[config.mk]
export PLATFORM = sky130hd
export DESIGN_NAME = sha256_msg_sequencer
export DESIGN_NICKNAME = d
export VERILOG_FILES = /design/src/rtl/sha256_msg_sequencer.sv
export SDC_FILE = /design/constraint.sdc
export NUM_CORES = 1
export LEC_CHECK = 0
export CAP_MARGIN = 10
export CORE_AREA = 5 5 407 409
export DETAILED_ROUTE_END_ITERATION = 12
export DIE_AREA = 0 0 412 414
export MAX_ROUTING_LAYER = met4
export PLACE_DENSITY = 0.52
export SYNTH_ARGS = -nofsm -noshare
export SYNTH_HDL_FRONTEND = slang
export SYNTH_SLANG_ARGS = --single-unit
[constraint.sdc]
create_clock -name clk -period 2.3 [get_ports clk]
set_input_delay 0.23 -clock clk [delete_from_list [all_inputs] [get_ports clk]]
set_output_delay 0.23 -clock clk [all_outputs]
set_load 0.1 [all_outputs]
[src/rtl/sha256_msg_sequencer.sv]
// Byte-stream front end for sha256_core_v3: packs bytes into 512-bit blocks,
// appends padding and bit length, issues blocks to the core and captures the digest.
module sha256_msg_sequencer #(
    parameter int CNT_W = 61
) (
    input  logic         clk,
    input  logic         rst_n,
    input  logic         in_valid,
    input  logic [7:0]   in_data,
    input  logic         in_last,
    output logic         in_ready,
    output logic         core_start,
    output logic         core_first_run,
    output logic [511:0] core_block,
    input  logic         core_ready,
    input  logic [255:0] core_hash,
    output logic [255:0] digest,
    output logic         digest_valid,
    output logic         busy,
    output logic [1:0]   dbg_state
);

    // Handshake: a byte transfers on every rising edge where in_valid && in_ready;
    // in_ready never depends on in_valid, and in_data/in_last are only sampled then.
    typedef enum logic [1:0] {FILL = 2'd0, PAD = 2'd1, START = 2'd2, WAIT = 2'd3} state_t;
    typedef enum logic [1:0] {PEND_NONE = 2'd0, PEND_LEN = 2'd1, PEND_PADLEN = 2'd2} pend_t;

    state_t             state_q, state_d;
    pend_t              pend_q;
    logic [511:0]       buf_q;
    logic [6:0]         idx_q;
    logic [CNT_W-1:0]   cnt_q;
    logic               first_q;
    logic               final_q;
    logic               arm_q;
    logic [255:0]       digest_q;
    logic               dv_q;
    logic               busy_q;
    logic               rdy_q;

    logic               accept;
    logic [63:0]        bit_len;
    logic [511:0]       wr_blk;
    logic [511:0]       pad_blk;

    assign accept = in_valid && rdy_q;

    always_comb begin
        bit_len = '0;
        bit_len[CNT_W+2:0] = {cnt_q, 3'b000};
    end

    always_comb begin
        wr_blk = buf_q;
        for (int i = 0; i < 64; i++) begin
            if (idx_q == 7'(i)) wr_blk[8*(63-i) +: 8] = in_data;
        end
    end

    // A full 64-byte final block gets no marker here; it moves to the pending block.
    always_comb begin
        pad_blk = buf_q;
        for (int i = 0; i < 64; i++) begin
            if (idx_q == 7'(i)) pad_blk[8*(63-i) +: 8] = 8'h80;
        end
        if (idx_q <= 7'd55) pad_blk[63:0] = bit_len;
    end

    always_comb begin
        state_d = state_q;
        unique case (state_q)
            FILL: begin
                if (accept) begin
                    if (in_last) state_d = PAD;
                    else if (idx_q == 7'd63) state_d = START;
                end
            end
            PAD:   state_d = START;
            START: state_d = WAIT;
            WAIT: begin
                if (arm_q && core_ready) state_d = (pend_q != PEND_NONE) ? START : FILL;
            end
            default: state_d = FILL;
        endcase
    end

    always_ff @(posedge clk or negedge rst_n) begin
        if (!rst_n) state_q <= FILL;
        else        state_q <= state_d;
    end

    always_ff @(posedge clk or negedge rst_n) begin
        if (!rst_n) begin
            buf_q    <= '0;
            idx_q    <= '0;
            cnt_q    <= '0;
            first_q  <= 1'b1;
            pend_q   <= PEND_NONE;
            final_q  <= 1'b0;
            arm_q    <= 1'b0;
            digest_q <= '0;
            dv_q     <= 1'b0;
            busy_q   <= 1'b0;
            rdy_q    <= 1'b0;
        end else begin
            dv_q  <= 1'b0;
            rdy_q <= (state_d == FILL);
            unique case (state_q)
                FILL: begin
                    if (accept) begin
                        buf_q  <= wr_blk;
                        idx_q  <= idx_q + 7'd1;
                        cnt_q  <= cnt_q + 1'b1;
                        busy_q <= 1'b1;
                    end
                end
                PAD: begin
                    buf_q <= pad_blk;
                    if (idx_q <= 7'd55) begin
                        final_q <= 1'b1;
                        pend_q  <= PEND_NONE;
                    end else if (idx_q <= 7'd63) begin
                        final_q <= 1'b0;
                        pend_q  <= PEND_LEN;
                    end else begin
                        final_q <= 1'b0;
                        pend_q  <= PEND_PADLEN;
                    end
                end
                START: begin
                    first_q <= 1'b0;
                    arm_q   <= 1'b0;
                end
                WAIT: begin
                    // ready is still high from the previous block until the core drops it
                    if (!core_ready) begin
                        arm_q <= 1'b1;
                    end else if (arm_q) begin
                        if (pend_q != PEND_NONE) begin
                            buf_q   <= (pend_q == PEND_LEN) ? {448'd0, bit_len}
                                                            : {8'h80, 440'd0, bit_len};
                            pend_q  <= PEND_NONE;
                            final_q <= 1'b1;
                        end else begin
                            buf_q <= '0;
                            idx_q <= '0;
                            if (final_q) begin
                                digest_q <= core_hash;
                                dv_q     <= 1'b1;
                                first_q  <= 1'b1;
                                cnt_q    <= '0;
                                busy_q   <= 1'b0;
                                final_q  <= 1'b0;
                            end
                        end
                    end
                end
                default: ;
            endcase
        end
    end

    assign in_ready       = rdy_q;
    assign core_start     = (state_q == START);
    assign core_first_run = (state_q == START) && first_q;
    assign core_block     = buf_q;
    assign digest         = digest_q;
    assign digest_valid   = dv_q;
    assign busy           = busy_q;
    assign dbg_state      = state_q;

endmodule

==> metrics.md <==
| Metric | Value |
|---|---|
| Outcome | `finished clean` |
| Final hold viol count | `0` |
| H-Tree Level Count | `3` |
| Setup_tns | `0 ns` |
| Wire length per cell | `23.4 um` |
| Clock Skew | `around 0.064 ns` |
| Synth top cells by count | `dfrtp_1, nand2_1, mux2_2` |
| Async set-reset flop share out of synthesis | `100%` |
| Core area | `~160000 um^2` |
| Multi-input gate area in the final layout | `approximately 12000 um^2` |
| Syn Nets | `3231` |
| Post-synth top flop | `dfrtp_1` |
| Top-area cell type share of the netlist area | `slightly above 60%` |
| Die ar. | `~170000 um^2` |
| I/O pins | `1044` |
| Layout cells sized above 1 | `40.8%` |
| Final Critical Period | `2.21 ns` |
| DR pass1 iterations | `5` |
| Routability Congestion | `about 0.88` |
| Fmax | `between 400 and 500 MHz` |
| DR vias | `about 28000` |
| FF+latch count, synth | `~850` |
| Hold Crit Class | `primary input to flop` |
| WL final | `155 mm` |
| Vias in the first global route | `29200` |
| CP Data Arrival Time | `1.98 ns` |
| Final Hold Slack | `between 0.08 and 0.09 ns` |
| CTS sink count | `846` |
| Area delta synth->final | `56.0%` |
| Yosys top cell by area | `dfrtp_1` |
| Sequential standard cell area | `~21000 um^2` |
| Initial antenna violation count | `18` |
| Slew @ Worst Pin | `slightly above 0.8 ns` |
| Synthesis warning total | `0` |
| Average cell area after synthesis | `~11 um^2` |
| Placed cell area | `47800 um^2` |
| Hpwl dp | `approximately 120 mm` |
| Netlist cell types | `55` |
| Dpl ws | `-0.477 ns` |
| CTS root buf | `clkbuf_16` |
| Port bufs | `around 1000` |
| Drc violations | `0` |
| Die height | `between 400 and 500 um` |
| Antenna Nets Post-Route | `0` |
| Fill count | `between 15000 and 20000` |
| Grt total ovfl | `0` |
| CP startpoint kind | `flop` |
| Fin area | `52900 um^2` |
| CTS tree | `yes` |
| 1st-iter DRT viols | `between 1500 and 2000` |
| EDFF count, synth | `0` |
| Cts bufs inserted | `100` |
| Final Cycle Share | `a little over nine tenths` |
| Clk_lat worst skew | `0.72 ns` |
| Largest net degree at the start of global routing | `119` |
| Slew margin rel. | `roughly 45%` |
| Top post-synthesis cells by area | `dfrtp_1, mux2_2, nand2_1` |
| Required time of the critical path | `2.07 ns` |
| CP Capture Type | `output port` |
| # setup viols final | `0` |
| RSZ-0062 raised after global routing | `true` |
| Global-route wire length before repair | `220 mm` |
| Post-Synthesis Cells | `2956` |
| Max Slew Vio Count | `0` |
| CP max FO | `9` |
| Vias per cell | `4.27` |
| Fin worst setup slack | `a little under 0.09 ns` |
| Row Count | `148` |
| Seq/Total Area, Yosys | `about 62%` |
| Max-cap violations | `0` |
| Max clock buf depth | `3` |
| Initial core utilization | `about a fifth` |
| Most common cell in the netlist | `dfrtp_1` |
| Overall Global Routing Usage | `a little under a fifth` |
| Chip Width | `around 410 um` |
| Worst Setup Path Type | `flop to output port` |
| Mapped cell area | `about 34000 um^2` |
| Fin nets | `between 4000 and 5000` |
| Clock transition at path regs | `~0.060 ns` |
==> path summary, 6_finish.rpt <==
path,from,to,slack (ns),depth (start not counted)
setup / recovery,dbg_state[0]$_DFF_PN0_,core_first_run,0.09,5
hold / removal,core_hash[143],digest[143]$_DFFE_PN0P_,0.09,3
setup reg to reg,cnt_q[29]$_DFFE_PN0P_,cnt_q[47]$_DFFE_PN0P_,0.09,7
hold reg to reg,digest[186]$_DFFE_PN0P_,digest[186]$_DFFE_PN0P_,0.47,2
max in group asynchronous,rst_n,core_block[221]$_DFFE_PN0P_,1.20,3
min in group asynchronous,rst_n,cnt_q[36]$_DFFE_PN0P_,0.27,3
==> routing by layer <==
metal / global-route usage (%) / part of all wire [%] / up-vias / routed length, um
li1: - / - / 12800 / -
met1: 22.5 / 42 / 14400 / 65100
met2: 28.0 / 46 / 948 / 71400
met3: 5.95 / 8.6 / 198 / 13300
met4: 6.04 / 3.4 / 0 / 5220
met5: - / 0 / - / 0
==> worst max-delay path, cell delays in order (launching register included) <==
cell and delay, ns:
dfrtp_4 0.52, buf_12 0.15, buf_12 0.15, nor2b_4 0.12, and2_4 0.17, buf_12 0.17
==> kinds of logic after synthesis <==
family,after synthesis,share of synthesized area (%)
AOI/OAI and AO/OA,326,5.17
and+or+nand+nor,1118,14.2
muxes,458,15.2
adders and majority gates,6,0.221
buffers and inverters,180,2.19
DFF,846,62.4
xor gates and xnor gates,22,0.568
==> layout make-up <==
type / instances / area share [%]
clock buffers: 143 / 5.52
well taps: 2175 / 5.14
flip-flops and latches: 846 / 40.0
diodes: 16 / 0.0756
multi-input cells: 1930 / 23.1
inverters: 9 / 0.0780
clock inverters: 41 / 0.969
repair buffers: 1471 / 25.1
==> registers in the layout (all words and copies together) (netlist names) <==
signal / flops
core_block: 512
digest: 256
cnt_q: 61
idx_q: 7
dbg_state: 2
pend_q: 2
arm_q: 1
busy: 1
digest_valid: 1
final_q: 1
first_q: 1
in_ready: 1
==> stage by stage <==
| step | util (%) | std cells |
|---|---|---|
| after floorplan | - | 2956 |
| after global placement | 29.6 | 6277 |
| after detailed placement | 29.6 | 6277 |
| after CTS | 32.6 | 6607 |
| after global routing | 32.7 | 6628 |
| final | 32.7 | 6631 |
==> repair_timing <==
action | CTS | global route
gates cloned | 2 | 0
hold buffers | 135 | 0
setup endpoints to repair | 35 | 78
setup buffers | 9 | 8
pin swaps | 1 | 4
resized for setup | 8 | 21
hold endpoints to repair | 672 | 0
==> cell usage in the layout, fill, tap and decap left out, drive strengths merged, types with 5 or more instances in the layout <==
cell / instances
o31ai: 10
mux2: 457
inv: 11
or3: 28
diode: 16
or2: 10
nand4: 28
buf: 1067
nor2: 107
and2: 9
a221oi: 8
and3: 13
nand2: 827
clkinvlp: 7
clkdlybuf4s50: 267
xnor2: 10
nor4: 9
ha: 6
nand2b: 5
nor3: 14
a21oi: 146
nand3: 29
xor2: 12
nor2b: 11
or4: 13
clkinv: 28
o21ai: 139
dlygate4sd3: 135
clkbuf: 143
dfrtp: 845
Power is left out: the tool's default activity adds up to more than one toggle a clock period on the data nets, which glitch-free logic cannot reach.
==> RTL edit 1, RTL diff (same settings) <==
Register the output `dbg_state` once more, with the module's reset; this adds one clock of latency there. The other outputs are not delayed to match.
--- a/src/rtl/sha256_msg_sequencer.sv
+++ b/src/rtl/sha256_msg_sequencer.sv
@@ -167,7 +167,13 @@
     assign digest         = digest_q;
     assign digest_valid   = dv_q;
     assign busy           = busy_q;
-    assign dbg_state      = state_q;
+    always_ff @(posedge clk or negedge rst_n) begin
+        if (!rst_n) begin
+            dbg_state <= '0;
+        end else begin
+            dbg_state <= state_q;
+        end
+    end
 
 endmodule
 
Check against the original RTL: not settled (the Yosys comparison gave no result); the edit may change what the design does.
==> RTL edit 1 against the unedited design <==
- routed wire length increased by 12%
- via count decreased by 5.3%
- synthesized area increased by 2.6%
- design area decreased by 0.66%
- worst hold slack improved by 0.019 ns
- sequential cell count increased by 2
- setup slack got worse by 0.078 ns
- critical path depth increased by 2
Power is not shown: default switching activity piles up to over one toggle a cycle in this logic, so the estimate is an artifact.
==> RTL edit 1: results (changes against the unedited design) <==
Clock network latency to the later pin of the worst-skew pair: 0.74 ns (was 0.72 ns)
Post-synth top cells: 847 x dfrtp_1, 601 x mux2_2, 231 x a21oi_1 (was 845 x dfrtp_1, 827 x nand2_1, 457 x mux2_2)
Synth top area cells: dfrtp_1 61%, mux2_2 19%, mux2_4 3.5% (was dfrtp_1 62%, mux2_2 15%, nand2_1 9.2%)
Initial DRC Count: 1860 (was 1923)
Fillcell total: 16300 (was 16400)
Crit-path most repeated cell: buf_6 (was buf_12)
Flops & latches, synth: 848 (was 846)
Share of layout cells above drive strength 1: 0.529 (was 0.408)
Fin Clk Skew: 0.0569 ns (was 0.0644 ns)
Signal buf overhead: 0.221 (was 0.251)
Worst slack, placed: -0.571 ns (was -0.477 ns)
Netlist cell types: 73 (was 55)
Placed instance count: 5832 (was 6277)
Multi-input gate area: 13300 sq um (was 12200 sq um)
Crit-path max FO: 8 (was 9)
GRT Util Overall: 0.200 (was 0.182)
Clock buffer count: 140 (was 143)
Vias in the first global route: 26800 (was 29200)
Status: finished, final reports clean (unchanged)
Worst Tran Pin Value: 0.696 ns (was 0.817 ns)
Post-CTS sizing: 40 (was 8)
Metal3 WL: 18100 um (was 13300 um)
Initial antenna violation count: 45 (was 18)
Reg-to-Reg Start: state_q[1] (was cnt_q[29])
WP data arrival: 2.88 ns (was 1.98 ns)
Slowest CP cell: a32oi_4 (was dfrtp_4)
Largest net degree at the start of global routing: 86 (was 119)
Register area: 21200 sq um (about the same)
Wl on met1: 74300 um (was 65100 um)
CP delay by family, top: compound AO/OA/AOI/OAI gates (was flip-flops)
Min-Delay Path Class: primary input to asynchronous set/reset pin (was primary input to register)
-- RTL edit 1: cell types whose count changed after synthesis, sizes merged, moves of 10 or more --
cell / before / now
a31oi: 4 / 28
a21oi: 146 / 231
or2: 10 / 0
or3: 28 / 10
mux2: 457 / 681
nand2: 827 / 58
inv: 9 / 23
buf: 47 / 77
o21ai: 139 / 72
nor2: 107 / 186
a211oi: 0 / 10
nand4: 28 / 46
clkbuf: 124 / 86
-- RTL edit 1: logic make-up (layout without fill, tap and decap cells) --
group                      after synthesis  after routing  synth area share
and+or+nand+nor                        428            430            0.0719
other                                    0             15                 0
buffers and inverters                  186           1529            0.0239
muxes                                  682            682             0.229
DFF                                    848            848             0.610
AOI/OAI and AO/OA                      379            379            0.0616
adders and majority gates                6              6           0.00216
xor gates and xnor gates                 6              6           0.00151
-- RTL edit 1: routing by layer --
metal | global-route usage | up-vias
li1 | - | 11600
met1 | 0.256 | 13900
met2 | 0.294 | 1131
met3 | 0.0809 | 233
met4 | 0.0511 | 0
met5 | - | -
==> RTL edit 2, RTL diff (config.mk and constraints unchanged) <==
Made on the original files. `CNT_W`: 61 -> 53.
--- a/src/rtl/sha256_msg_sequencer.sv
+++ b/src/rtl/sha256_msg_sequencer.sv
@@ -1,7 +1,7 @@
 // Byte-stream front end for sha256_core_v3: packs bytes into 512-bit blocks,
 // appends padding and bit length, issues blocks to the core and captures the digest.
 module sha256_msg_sequencer #(
-    parameter int CNT_W = 61
+    parameter int CNT_W = 53
 ) (
     input  logic         clk,
     input  logic         rst_n,
Check against the original RTL: not settled (the Yosys comparison gave no result); the edit may change what the design does.
==> RTL edit 2 against the unedited design <==
- setup slack better by 0.012 ns
- synthesized area decreased by 0.53%
- sequential cell count is 8 lower
- routed wire length decreased by 0.91%
- design area fell by 1.8%
- non-clock buffer count is 64 lower
- critical path type is now register to register
- highest routed layer unchanged
Power is left out: the tool's default activity adds up to more than one toggle a clock period on the data nets, which glitch-free logic cannot reach.
==> RTL edit 2: results (changes against the unedited design) <==
Status: finished, final reports clean (unchanged)
Register area share after synthesis: 0.622 (was 0.624)
GRT Util Overall: 0.180 (was 0.182)
Post-synth ARST share: 1.00 (unchanged)
RePlAce Congestion: 0.855 (was 0.881)
Share of layout cells above drive strength 1: 0.367 (was 0.408)
Post-synth top cells: 890 x nand2_1, 837 x dfrtp_1, 349 x mux2_2 (was 845 x dfrtp_1, 827 x nand2_1, 457 x mux2_2)
Netlist cell types: 66 (was 55)
NumNets Final: 4571 (was 4633)
Slowest CP cell: dfrtp_2 (was dfrtp_4)
DR vias/cell: 4.24 (was 4.27)
Port bufs: 1043 (unchanged)
Min-Delay Path Class: primary input to asynchronous set/reset pin (was primary input to register)
Yosys warns: 0 (unchanged)
Fin Clk Skew: 0.106 ns (was 0.0644 ns)
Path depth of the worst reg2reg path: 8 (was 7)
Largest net degree at the start of global routing: 84 (was 119)
Post-Synthesis Net Count: 3244 (was 3231)
Reg2reg end: digest[137] (was cnt_q[47])
Clock network latency to the later pin of the worst-skew pair: 0.75 ns (was 0.72 ns)
TritonRoute pass-1 iters: 8 (was 5)
Setup slack, reg-to-reg: 0.1 ns
Post-synth top flop: dfrtp_1 (unchanged)
Crit. Startpoint: dbg_state[1] (was dbg_state[0])
Final WL: 154000 um (was 155000 um)
Clock buffer depth: 3 (unchanged)
Htree depth: 3 (unchanged)
Max reg flops: 512 (unchanged)
CTS buffer count: 99 (was 100)
Worst slew margin: 0.461 (was 0.451)
Initial DRC Count: 1784 (was 1923)
WP data arrival: 2.82 ns (was 1.98 ns)
CP delay by family, top: simple AND/OR/NAND/NOR gates (was flip-flops)
First-pass GRT wire length: 219000 um (was 220000 um)
Reg clk slew, reported paths: 0.06 ns (about the same)
Synth top area cells: dfrtp_1 62%, mux2_2 12%, nand2_1 9.9% (was dfrtp_1 62%, mux2_2 15%, nand2_1 9.2%)
Final HPWL DP: 116000 um (was 118000 um)
Crit-path max FO: 27 (was 9)
Vias in the first global route: 29200 (about the same)
Initial antenna violation count: 14 (was 18)
Max incr delay on CP: 0.43 ns (was 0.52 ns)
Min Hold Slack: 0.0684 ns (was 0.0892 ns)
Post-synth EDFFs: 0 (unchanged)
Root Driver: clkbuf_16 (unchanged)
## RTL edit 2: cell families after synthesis
logic type               share of synthesized area
AND/OR/NAND/NOR                              0.151
AO/OA/AOI/OAI                               0.0563
buffers and inverters                       0.0254
adder cells (fa/ha/maj)                    0.00185
multiplexers                                 0.143
flip-flops                                   0.622
XOR/XNOR                                   0.00104
## RTL edit 2: per-stage QoR
| step | instances | area, sq um | worst slack [ns] |
|---|---|---|---|
| 6_report | 6561 | 52000 | 0.0999 |
| 5_1_grt | 6559 | 52000 | 0.00755 |
| 4_1_cts | 6550 | 51800 | 0.0242 |
| 3_5_place_dp | 6215 | 46700 | -0.427 |
| 3_3_place_gp | 6215 | 46700 | -0.434 |
| 2_1_floorplan | 2970 | 33800 | 0.0102 |
## RTL edit 2: how the worst max path moves through the flow
| stage | depth (start not counted) | slack, ns | end |
|---|---|---|---|
| floorplan | 6 | 0.01 | core_block[56] |
| global placement | 8 | -0.43 | core_block[117] |
| detailed placement | 8 | -0.43 | core_block[119] |
| CTS | 8 | 0.02 | digest[137] |
| global route | 5 | 0.008 | core_block[166] |
| finish | 8 | 0.1 | digest[137] |
## RTL edit 2: final cells by class
cell class,count,area (sq um)
Fill cell,16600,110000
Antenna cell,7,17.5
Timing Repair Buffer,1407,12600
Clock buffer,140,2900
Multi-Input combinational cell,1938,12100
Sequential cell,838,21000
Clock inverter,43,686
Tap cell,2175,2720
Inverter,13,56.3
## RTL edit 2: layer usage
| metal | up-vias | track usage | share of wire |
|---|---|---|---|
| li1 | 12600 | - | - |
| met2 | 873 | 0.287 | 0.47 |
| met3 | 169 | 0.0685 | 0.097 |
| met5 | - | - | 0 |
| met4 | 0 | 0.0474 | 0.024 |
| met1 | 14200 | 0.214 | 0.41 |
## RTL edit 2: timing repair
item                                   in CTS  in global routing
setup endpoints to repair                   8                 74
cloned                                      0                  1
pin swaps                                   1                  2
gates resized for setup                     3                  8
hold buffers                              147                  0
endpoints found under the hold margin     817                  0
setup buffers                               5                  3
## RTL edit 2: worst reg2reg max path, cell delays in order (launching register included)
cell	delay [ns]
dfrtp_2	0.43
buf_12	0.17
nor3b_4	0.31
nand4_1	0.22
buf_12	0.21
inv_8	0.13
buf_4	0.31
nand2_1	0.21
nand2_1	0.10
